File: src/rtl/fifo_wr_arbiter.sv
// fifo_wr_arbiter: round-robin, burst-bounded write-port arbiter for async_fifo; ports: wr_clk/wr_rst, req_valid/req_data/req_ready per requester, full/half_full from FIFO, wr_en/wr_data to FIFO, grant/busy/burst_done status
module fifo_wr_arbiter #(
  parameter int NUM_REQ = 4,
  parameter int DATA_WIDTH = 8,
  parameter int MAX_BURST = 4,
  parameter logic [NUM_REQ-1:0] HIPRI_MASK = NUM_REQ'(1)
) (
  input  logic                          wr_clk,
  input  logic                          wr_rst,
  input  logic [NUM_REQ-1:0]            req_valid,
  input  logic [NUM_REQ*DATA_WIDTH-1:0] req_data,
  output logic [NUM_REQ-1:0]            req_ready,
  input  logic                          full,
  input  logic                          half_full,
  output logic                          wr_en,
  output logic [DATA_WIDTH-1:0]         wr_data,
  output logic [NUM_REQ-1:0]            grant,
  output logic                          busy,
  output logic                          burst_done
);
  localparam int IW = $clog2(NUM_REQ);
  localparam int BW = $clog2(MAX_BURST + 1);
  typedef enum logic {IDLE, GRANT} state_t;
  state_t state, state_d;
  logic [IW-1:0] last_grant, sel, idx;
  logic [BW-1:0] beat_cnt;
  logic [NUM_REQ-1:0] elig;
  logic lo_pri, stall, end_burst;
  assign busy = state == GRANT;
  assign elig = req_valid & (half_full ? HIPRI_MASK : '1);
  // last_grant doubles as the granted index while busy
  assign lo_pri = ~HIPRI_MASK[last_grant];
  assign stall = full | (half_full & lo_pri);
  assign wr_en = busy & req_valid[last_grant] & ~stall;
  assign wr_data = busy ? req_data[last_grant*DATA_WIDTH +: DATA_WIDTH] : '0;
  assign req_ready = wr_en ? grant : '0;
  // a dropped valid can only coincide with wr_en=0, so rule ordering collapses to an OR
  assign end_burst = busy & ((half_full & lo_pri) | (wr_en & (beat_cnt == BW'(MAX_BURST - 1))) | ~req_valid[last_grant]);
  // scan downward so the lowest offset above last_grant wins
  always_comb begin
    sel = last_grant;
    idx = '0;
    for (int k = NUM_REQ; k >= 1; k--) begin
      idx = IW'((int'(last_grant) + k) % NUM_REQ);
      if (elig[idx]) sel = idx;
    end
  end
  always_comb state_d = busy ? (end_burst ? IDLE : GRANT) : (|elig ? GRANT : IDLE);
  always_ff @(posedge wr_clk) begin
    if (wr_rst) begin
      state <= IDLE;
      grant <= '0;
      beat_cnt <= '0;
      last_grant <= IW'(NUM_REQ - 1);
      burst_done <= 1'b0;
    end else begin
      state <= state_d;
      burst_done <= end_burst;
      if (!busy && |elig) begin
        grant <= NUM_REQ'(1) << sel;
        last_grant <= sel;
        beat_cnt <= '0;
      end else if (end_burst) begin
        grant <= '0;
        beat_cnt <= '0;
      end else if (wr_en) begin
        beat_cnt <= beat_cnt + 1'b1;
      end
    end
  end
endmodule

File: config.mk
export PLATFORM = sky130hd
export DESIGN_NAME = fifo_wr_arbiter
export DESIGN_NICKNAME = d
export VERILOG_FILES = /design/src/rtl/fifo_wr_arbiter.sv
export SDC_FILE = /design/constraint.sdc
export NUM_CORES = 1
export LEC_CHECK = 0
export CORE_UTILIZATION = 37
export DETAILED_ROUTE_END_ITERATION = 8
export PLACE_DENSITY_LB_ADDON = 0.1
export SLEW_MARGIN = 30
export SYNTH_ARGS = -nofsm -noshare
export SYNTH_HDL_FRONTEND = slang
export SYNTH_SLANG_ARGS = --single-unit
File: constraint.sdc
create_clock -name wr_clk -period 2.7 [get_ports wr_clk]
set_input_delay 0.54 -clock wr_clk [delete_from_list [all_inputs] [get_ports wr_clk]]
set_output_delay 0.54 -clock wr_clk [all_outputs]
set_load 0.005 [all_outputs]
# Word level (Yosys, flattened, before mapping)
# Index checks and enable logic that the tools add are counted.
[totals]
output_inout_bits = 19
elab_cells = 59
regBits = 11
input_bits = 40
[classes]
n_bitwise = 12
mux = 24
eq_ne = 1
shifts = 2
order_cmp = 5
n_reduce_logical = 5
addsub = 5
[ops]
columns = ["operator", "n"]
rows = [
  ["indexed part select 32 x 6 -> 8 bit", 1],
  ["2-to-1 mux 4 bit", 4],
  ["< comparator 2 x 3 -> 1 bit (second input constant)", 5],
  ["binary-select mux 1 bit (select 2 bit)", 6],
  ["2-to-1 mux 1 bit", 9],
  ["2-to-1 mux 2 bit", 4],
  ["2-to-1 mux 8 bit", 1],
  ["bitwise AND 1 bit", 5],
  ["adder 2 x 1 -> 2 bit (second input constant)", 2],
  ["adder 2 bit (second input constant)", 2],
  ["bitwise AND 4 bit", 1],
  ["OR reduction 4 bit", 1],
  ["<< shifter 1 x 2 -> 4 bit (first input constant)", 1],
  ["adder 3 x 1 -> 3 bit (second input constant)", 1],
  ["== test 3 x 2 -> 1 bit (second input constant)", 1],
  ["inverter 1 bit", 3],
  ["bitwise OR 1 bit", 3],
  ["OR reduction 3 bit", 1],
  ["nonzero test 2 bit", 1],
  ["logical AND 1 bit", 1],
  ["logical NOT 1 bit", 1],
]

# Longest topological paths before layout
# Gate-level depths: netlist (run 1).
[logic_depth]
word_depth = 13
mapped_depth = 8
depth_no_buf = 7

# Worst setup path after synthesis (run 1)
# OpenSTA, ideal clock, no wires.
[synth_path]
path_type = "input -> output"
startpoint = "in req_valid[0]"
endpoint = "out req_ready[0]"
arrival_time_ns = 1.510
stages = 5
slack_ns = 0.650
required_ns = 2.160
path_buffers = 1
path_cell_list = "buf_2 -> mux4_2 -> o21ai_2 -> nor3b_4 -> and2_1"
[synth_via]
elab_chain_len = 5
[synth_rtl]
columns = ["item", "line_no", "source"]
rows = [
  ["from (decl)", "10", "input logic [NUM_REQ-1:0] req_valid,"],
  ["binary-select mux 1 bit (select 2 bit)", "34", "assign wr_en = busy & req_valid[last_grant] & ~stall;"],
  ["2-to-1 mux 1 bit (not written as such)", "34", ""],
  ["bitwise AND 1 bit (2 in series)", "34", ""],
  ["net wr_en", "15", "output logic wr_en,"],
  ["2-to-1 mux 4 bit", "36", "assign req_ready = wr_en ? grant : '0;"],
  ["to (decl)", "12", "output logic [NUM_REQ-1:0] req_ready,"],
]
# The timed path passes the listed nets, and every way through them passes these cells. The select of a mux whose other input is x is not followed.

# Final worst setup path (run 1)
[layout_path]
startpoint = "in req_valid[3]"
endpoint = "out req_ready[2]"
[layout_via]
elab_chain_len = 5
[layout_rtl]
columns = ["item", "line_no"]
rows = [
  ["binary-select mux 1 bit (select 2 bit)", "34"],
  ["2-to-1 mux 1 bit (not written as such)", "34"],
  ["bitwise AND 1 bit (2 in series)", "34"],
  ["2-to-1 mux 4 bit", "36"],
]
# Every way passes these cells. The select of a mux whose other input is x is not followed.

==> flow_metrics.tcl, run 1 <==
set metrics [dict create \
    status "complete, no violations" \
    rows 18 \
    min_path_cells 2 \
    die_area_sq_um 2840 \
    syn_inst 103 \
    vias 1081 \
    setup.worst_path.start "req_valid[3]" \
    hp-class "reg -> reg" \
    hold_buffers 0 \
    syn2layout_area_growth_pct 70.6 \
    antenna_found_initial 0 \
    clkTransAtPathRegs_ns 0.07 \
    ys_seq_area_frac 0.226 \
    syn_area_per_cell_sq_um 9.46 \
    grt_start_max_net_pins 16 \
    numCtsBuffers 3 \
    r2r_cells 6 \
    slew_headroom 0.722 \
    fin_ws_ns 0.118 \
    tightest_slew_ns 0.415 \
    slew_viol_final 0 \
    r2r-start "last_grant[0]" \
    setup_viol 0 \
    ant_nets 0 \
    routedWlPerCell_um 13.2 \
    cp_slowest_cell "mux4_2" \
    io_buffers 58 \
    drc 0 \
    rr_endpoint "grant[2]" \
    required_ns 2.16 \
    grt_pass1_wl_um 4190 \
    viasPerCell 5.46 \
    path_delay_family "buffers and inverters" \
    slowest_delay_ns 0.50 \
    core_sq_um 2480 \
    layout_min_cycle_time_ns 2.58 \
    drt_iter0_markers 13 \
    cp-endpoint "req_ready[2]" \
    ys_ff_latch 11 \
    dp_slack_ns -0.132 \
    grt_usage 0.203 \
    rsz0062_at_grt "no" \
    peakVddDrop_mv 0.323 \
    cts_htree_levels 1 \
    hpwl_um 2210 \
    cp-end-kind "output pin" \
    crit_path_start_kind "input pin" \
    post-route-period-util 0.956 \
    diodes 0 \
    firstDrtPassIters 4 \
    cp_data_arrival_time_ns 2.04 \
    ys_warn_count 0 \
    skew_ns 0.00189 \
    grt-ovfl-total 0 \
    final_util 0.671 \
    synth_area_sq_um 975 \
    start_util 0.393 \
    place_congestion 0.758 \
    post_cts_buffers 0 \
    cellPowerDensity_nw_per_um2 381 \
    cp.buffers_inverters 2 \
    worstSetupPathType "in -> out" \
    worstPathMaxFanout 6 \
    cts_tree "done" \
    power_leakage_uw 0.000680 \
    cap_violations 0 \
    crit_chain "clkdlybuf4s50_1, mux4_2, o21ai_2, nor3b_4, and2_1, dlygate4sd2_1" \
    clock.fmax_mhz 387 \
    cts.sinks 11 \
    hold_viol 0 \
    clk_path_buf_depth 2 \
    clock-root-buffer "clkbuf_4" \
    die_x_um 53.3 \
    synth_cell_type_count 36 \
    layout-drive-gt1-share 0.149 \
    ioPinCount 59 \
    wirelength_um 2610 \
    die_y_um 53.3 \
    ff2ff_setup_slack_ns 0.62 \
    nets 212 \
    clk_latency_ns 0.26 \
    cp_num_cells 6 \
    grt_pass1_vias 1059 \
    synth_nets 146 \
]
## per-stage QoR
step	setup TNS, ns	power [uW]	cells	instance area (sq um)	hold WS [ns]
2_1_floorplan	0	372	103	975	0.465
3_3_place_gp	-0.475	520	194	1640	0.475
3_5_place_dp	-0.546	529	194	1640	0.484
4_1_cts	0	641	198	1660	0.497
5_1_grt	0	676	198	1660	0.516
6_report	0	634	198	1660	0.493
## layout by cell type (no fill, tap or decap), types with 3 or more instances in the layout
cell type / n
o2bb2ai_1: 3
nor3_1: 5
nand2_1: 3
clkdlybuf4s50_1: 53
inv_1: 6
buf_4: 8
and2_1: 13
mux4_2: 9
dlygate4sd2_1: 5
clkbuf_4: 3
nor2_1: 10
ha_1: 3
dfxtp_1: 10
a21oi_1: 5
## routing by layer
layer  global-route usage  part of all wire  up-vias
met4               0.0395            0.0092        0
met2                0.394              0.54       59
met3               0.0661             0.094        4
li1                     -                 -      517
met5                    0                 0        -
met1                0.206              0.36      501
## report_power, final
group          switching, uW  leakage [uW]  internal, uW
Combinational            118      0.000575           207
Sequential              20.9     0.0000897           178
Clock                   53.1     0.0000150          57.2
Total                    192      0.000680           442
## synth_stat cells
| library cell | n | area share |
|---|---|---|
| or3b_1 | 1 | 0.0090 |
| nor3b_4 | 1 | 0.019 |
| and3b_1 | 2 | 0.018 |
| nor3b_1 | 1 | 0.0077 |
| a211o_1 | 1 | 0.0090 |
| o21bai_1 | 1 | 0.0077 |
| a22o_1 | 1 | 0.0090 |
| ha_1 | 3 | 0.039 |
| nand2b_1 | 2 | 0.013 |
| o31a_1 | 2 | 0.018 |
| nor3_1 | 5 | 0.026 |
| nor2b_1 | 2 | 0.013 |
| o32ai_1 | 1 | 0.0090 |
| buf_4 | 1 | 0.0077 |
| and4b_1 | 1 | 0.010 |
| a32o_1 | 1 | 0.010 |
| o2bb2ai_1 | 3 | 0.027 |
| mux2i_1 | 2 | 0.021 |
| clkbuf_1 | 1 | 0.0038 |
| mux4_2 | 9 | 0.21 |
| dfxtp_1 | 11 | 0.23 |
| o21ai_0 | 1 | 0.0051 |
| a21oi_1 | 5 | 0.026 |
| o32a_1 | 1 | 0.010 |
| a221o_1 | 1 | 0.010 |
| nand2_1 | 3 | 0.012 |
| a21o_1 | 1 | 0.0077 |
| xnor2_1 | 1 | 0.0090 |
| o21ai_2 | 1 | 0.0090 |
| a211oi_1 | 2 | 0.015 |
| nor2_1 | 10 | 0.039 |
| and2_1 | 13 | 0.083 |
| inv_1 | 6 | 0.023 |
| o221ai_1 | 1 | 0.0090 |
| buf_2 | 4 | 0.021 |
| mux2_2 | 1 | 0.012 |
## flip-flops by register name (all words and copies together), names as in the netlist
name        flops
grant           4
beat_cnt        3
last_grant      2
burst_done      1
busy            1
## worst register-to-register path: cells and delay by family (launching register included)
kind / cells / cell delay [ns]
and+or+nand+nor: 1 / 0.17
adders and majority gates: 1 / 0.35
buffers and inverters: 1 / 0.11
AOI/OAI and AO/OA: 3 / 0.92
DFF: 1 / 0.43
## layout make-up
class	instances	area (sq um)
Fill cell	226	815
Multi-Input combinational cell	80	701
Timing Repair Buffer	67	654
Sequential cell	11	221
Tap cell	30	37.5
Clock buffer	4	26.3
Inverter	6	22.5
## logic make-up (layout without fill, tap and decap cells)
kind of cell             Yosys count  count (layout)  share of synthesized area
AND/OR/NAND/NOR                   41              41                      0.249
AO/OA/AOI/OAI                     23              23                      0.182
multiplexers                      12              12                      0.240
buffers and inverters             12              77                     0.0552
flip-flops                        11              11                      0.226
adder cells (fa/ha/maj)            3               3                     0.0385
XOR/XNOR                           1               1                    0.00899
## how the worst min path moves through the flow
stage                            from          end  slack, ns
after CTS                 beat_cnt[2]  beat_cnt[2]       0.50
after detailed placement     grant[3]     grant[3]       0.48
after global placement       grant[1]     grant[1]       0.48
after floorplan           beat_cnt[1]  beat_cnt[1]       0.46
after global routing         grant[3]     grant[3]       0.52
final                     beat_cnt[2]  beat_cnt[2]       0.49
## timing repair
item                       4_1_cts  5_1_grt
resized for setup                5        1
setup endpoints to repair        5        8
pin swaps                        1        0
(Power assumes the default switching activity.)
==> run 2: changes to the inputs <==
PLACE_DENSITY = 0.8   (was not set)
PLACE_DENSITY_LB_ADDON = not set   (was 0.1)
==> flow_metrics.tcl, run 2 (synthesized netlist as in run 1, its figures left out) <==
set metrics [dict create \
    slowest_delay_ns 0.50 \
    firstDrtPassIters 4 \
    hpwl_um 2230 \
    dp_slack_ns -0.148 \
    regMostFlops "grant" \
    numCtsBuffers 3 \
    skew_ns 0.00828 \
    clk_latency_ns 0.27 \
    core_sq_um 2480 \
    hp-class "reg -> reg" \
    diodes 0 \
    cap_violations 0 \
    grt_start_max_net_pins 15 \
    cp.buffers_inverters 3 \
    grt-ovfl-total 0 \
    fill_cells 200 \
    instances_no_fill 200 \
    nets 214 \
    rows 18 \
    slew_headroom 0.734 \
    clock-root-buffer "clkbuf_4" \
    io_buffers 58 \
    fin_ws_ns 0.0572 \
    top_regs "grant x4, beat_cnt x3, last_grant x2" \
    cts_tree "done" \
    layout-drive-gt1-share 0.159 \
    viasPerCell 5.48 \
    hold_buffers 0 \
    status "complete, no violations" \
    cp-end-kind "output pin" \
    design_area_sq_um 1670 \
    drc 0 \
    power_leakage_uw 0.000684 \
    min_path_cells 1 \
    setup_viol 0 \
    cp_num_cells 7 \
    layout_min_cycle_time_ns 2.64 \
    ioPinCount 59 \
    grt_pass1_wl_um 4150 \
    clkTransAtPathRegs_ns 0.07 \
    peakVddDrop_mv 0.243 \
    path_delay_family "buffers and inverters" \
    drt_iter0_markers 14 \
    final_common_cell "clkdlybuf4s50_1" \
    worstSetupPathType "in -> out" \
    post-route-period-util 0.979 \
    cts_htree_levels 1 \
    die_x_um 53.3 \
    cellPowerDensity_nw_per_um2 379 \
    cts.sinks 11 \
    antenna_found_initial 0 \
    die_area_sq_um 2840 \
    layout_common_cells "clkdlybuf4s50_1 (50), and2_1 (13), dfxtp_1 (11), nor2_1 (10), buf_4 (10)" \
    grt_usage 0.201 \
    crit_path_start_kind "input pin" \
    wirelength_um 2700 \
    syn2layout_area_growth_pct 71.1 \
    cp_slowest_cell "mux4_2" \
    required_ns 2.16 \
    routedWlPerCell_um 13.5 \
    grt_pass1_vias 1041 \
    start_util 0.393 \
    largest_reg_flops 4 \
    hold_viol 0 \
    vias 1095 \
    worstPathMaxFanout 4 \
    slew_viol_final 0 \
    clk_path_buf_depth 2 \
    die_y_um 53.3 \
    cp_data_arrival_time_ns 2.10 \
    placed_area_sq_um 1630 \
    rsz0062_at_grt "no" \
    timing.setup.tns_ns 0 \
    crit_chain "clkdlybuf4s50_1, mux4_2, o21ai_2, nor3b_4, buf_4, and2_1, clkdlybuf4s15_1" \
    tightest_slew_ns 0.396 \
    place_congestion 0.793 \
    ant_nets 0 \
    r2r_cells 6 \
    clock.fmax_mhz 378 \
    dp.cells 194 \
]
[run 2: power by group]
part / internal, uW / switching [uW] / total [uW]
registers: 177 / 19.5 / 197
logic: 203 / 119 / 322
clock network: 57.1 / 55.5 / 113
[run 2: cell type report]
class / count / area [sq um] / area share
clock buffer: 4 / 26.3 / 0.0158
multi-input combinational: 80 / 701 / 0.420
sequential: 11 / 220 / 0.132
tap: 30 / 37.5 / 0.0225
timing repair buffer: 69 / 661 / 0.396
inverter: 6 / 22.5 / 0.0135
[run 2: worst paths after layout]
kind | start | to | slack (ns)
hold reg to reg | grant[1] | grant[1] | 0.48
setup reg to reg | last_grant[0] | last_grant[0] | 0.50
hold / removal | grant[1] | grant[1] | 0.48
setup / recovery | req_valid[1] | req_ready[3] | 0.06
[run 2: routing by layer]
layer	track usage	wire, um
met5	0	0
met2	0.367	1390
met3	0.0345	229
met4	0.0658	17
met1	0.233	1070
[run 2: repair_timing]
item	in CTS	in global routing
endpoints found under the setup margin	5	5
pin swaps	4	1
gates cloned	0	0
buffers inserted	2	0
gates resized for setup	8	6
[run 2: per-stage QoR]
step | util | power, uW | hold slack (ns)
floorplan | - | 372 | 0.465
global placement | 0.658 | 512 | 0.478
detailed placement | 0.658 | 521 | 0.486
CTS | 0.671 | 635 | 0.497
global route | 0.673 | 675 | 0.513
finish | 0.673 | 632 | 0.485
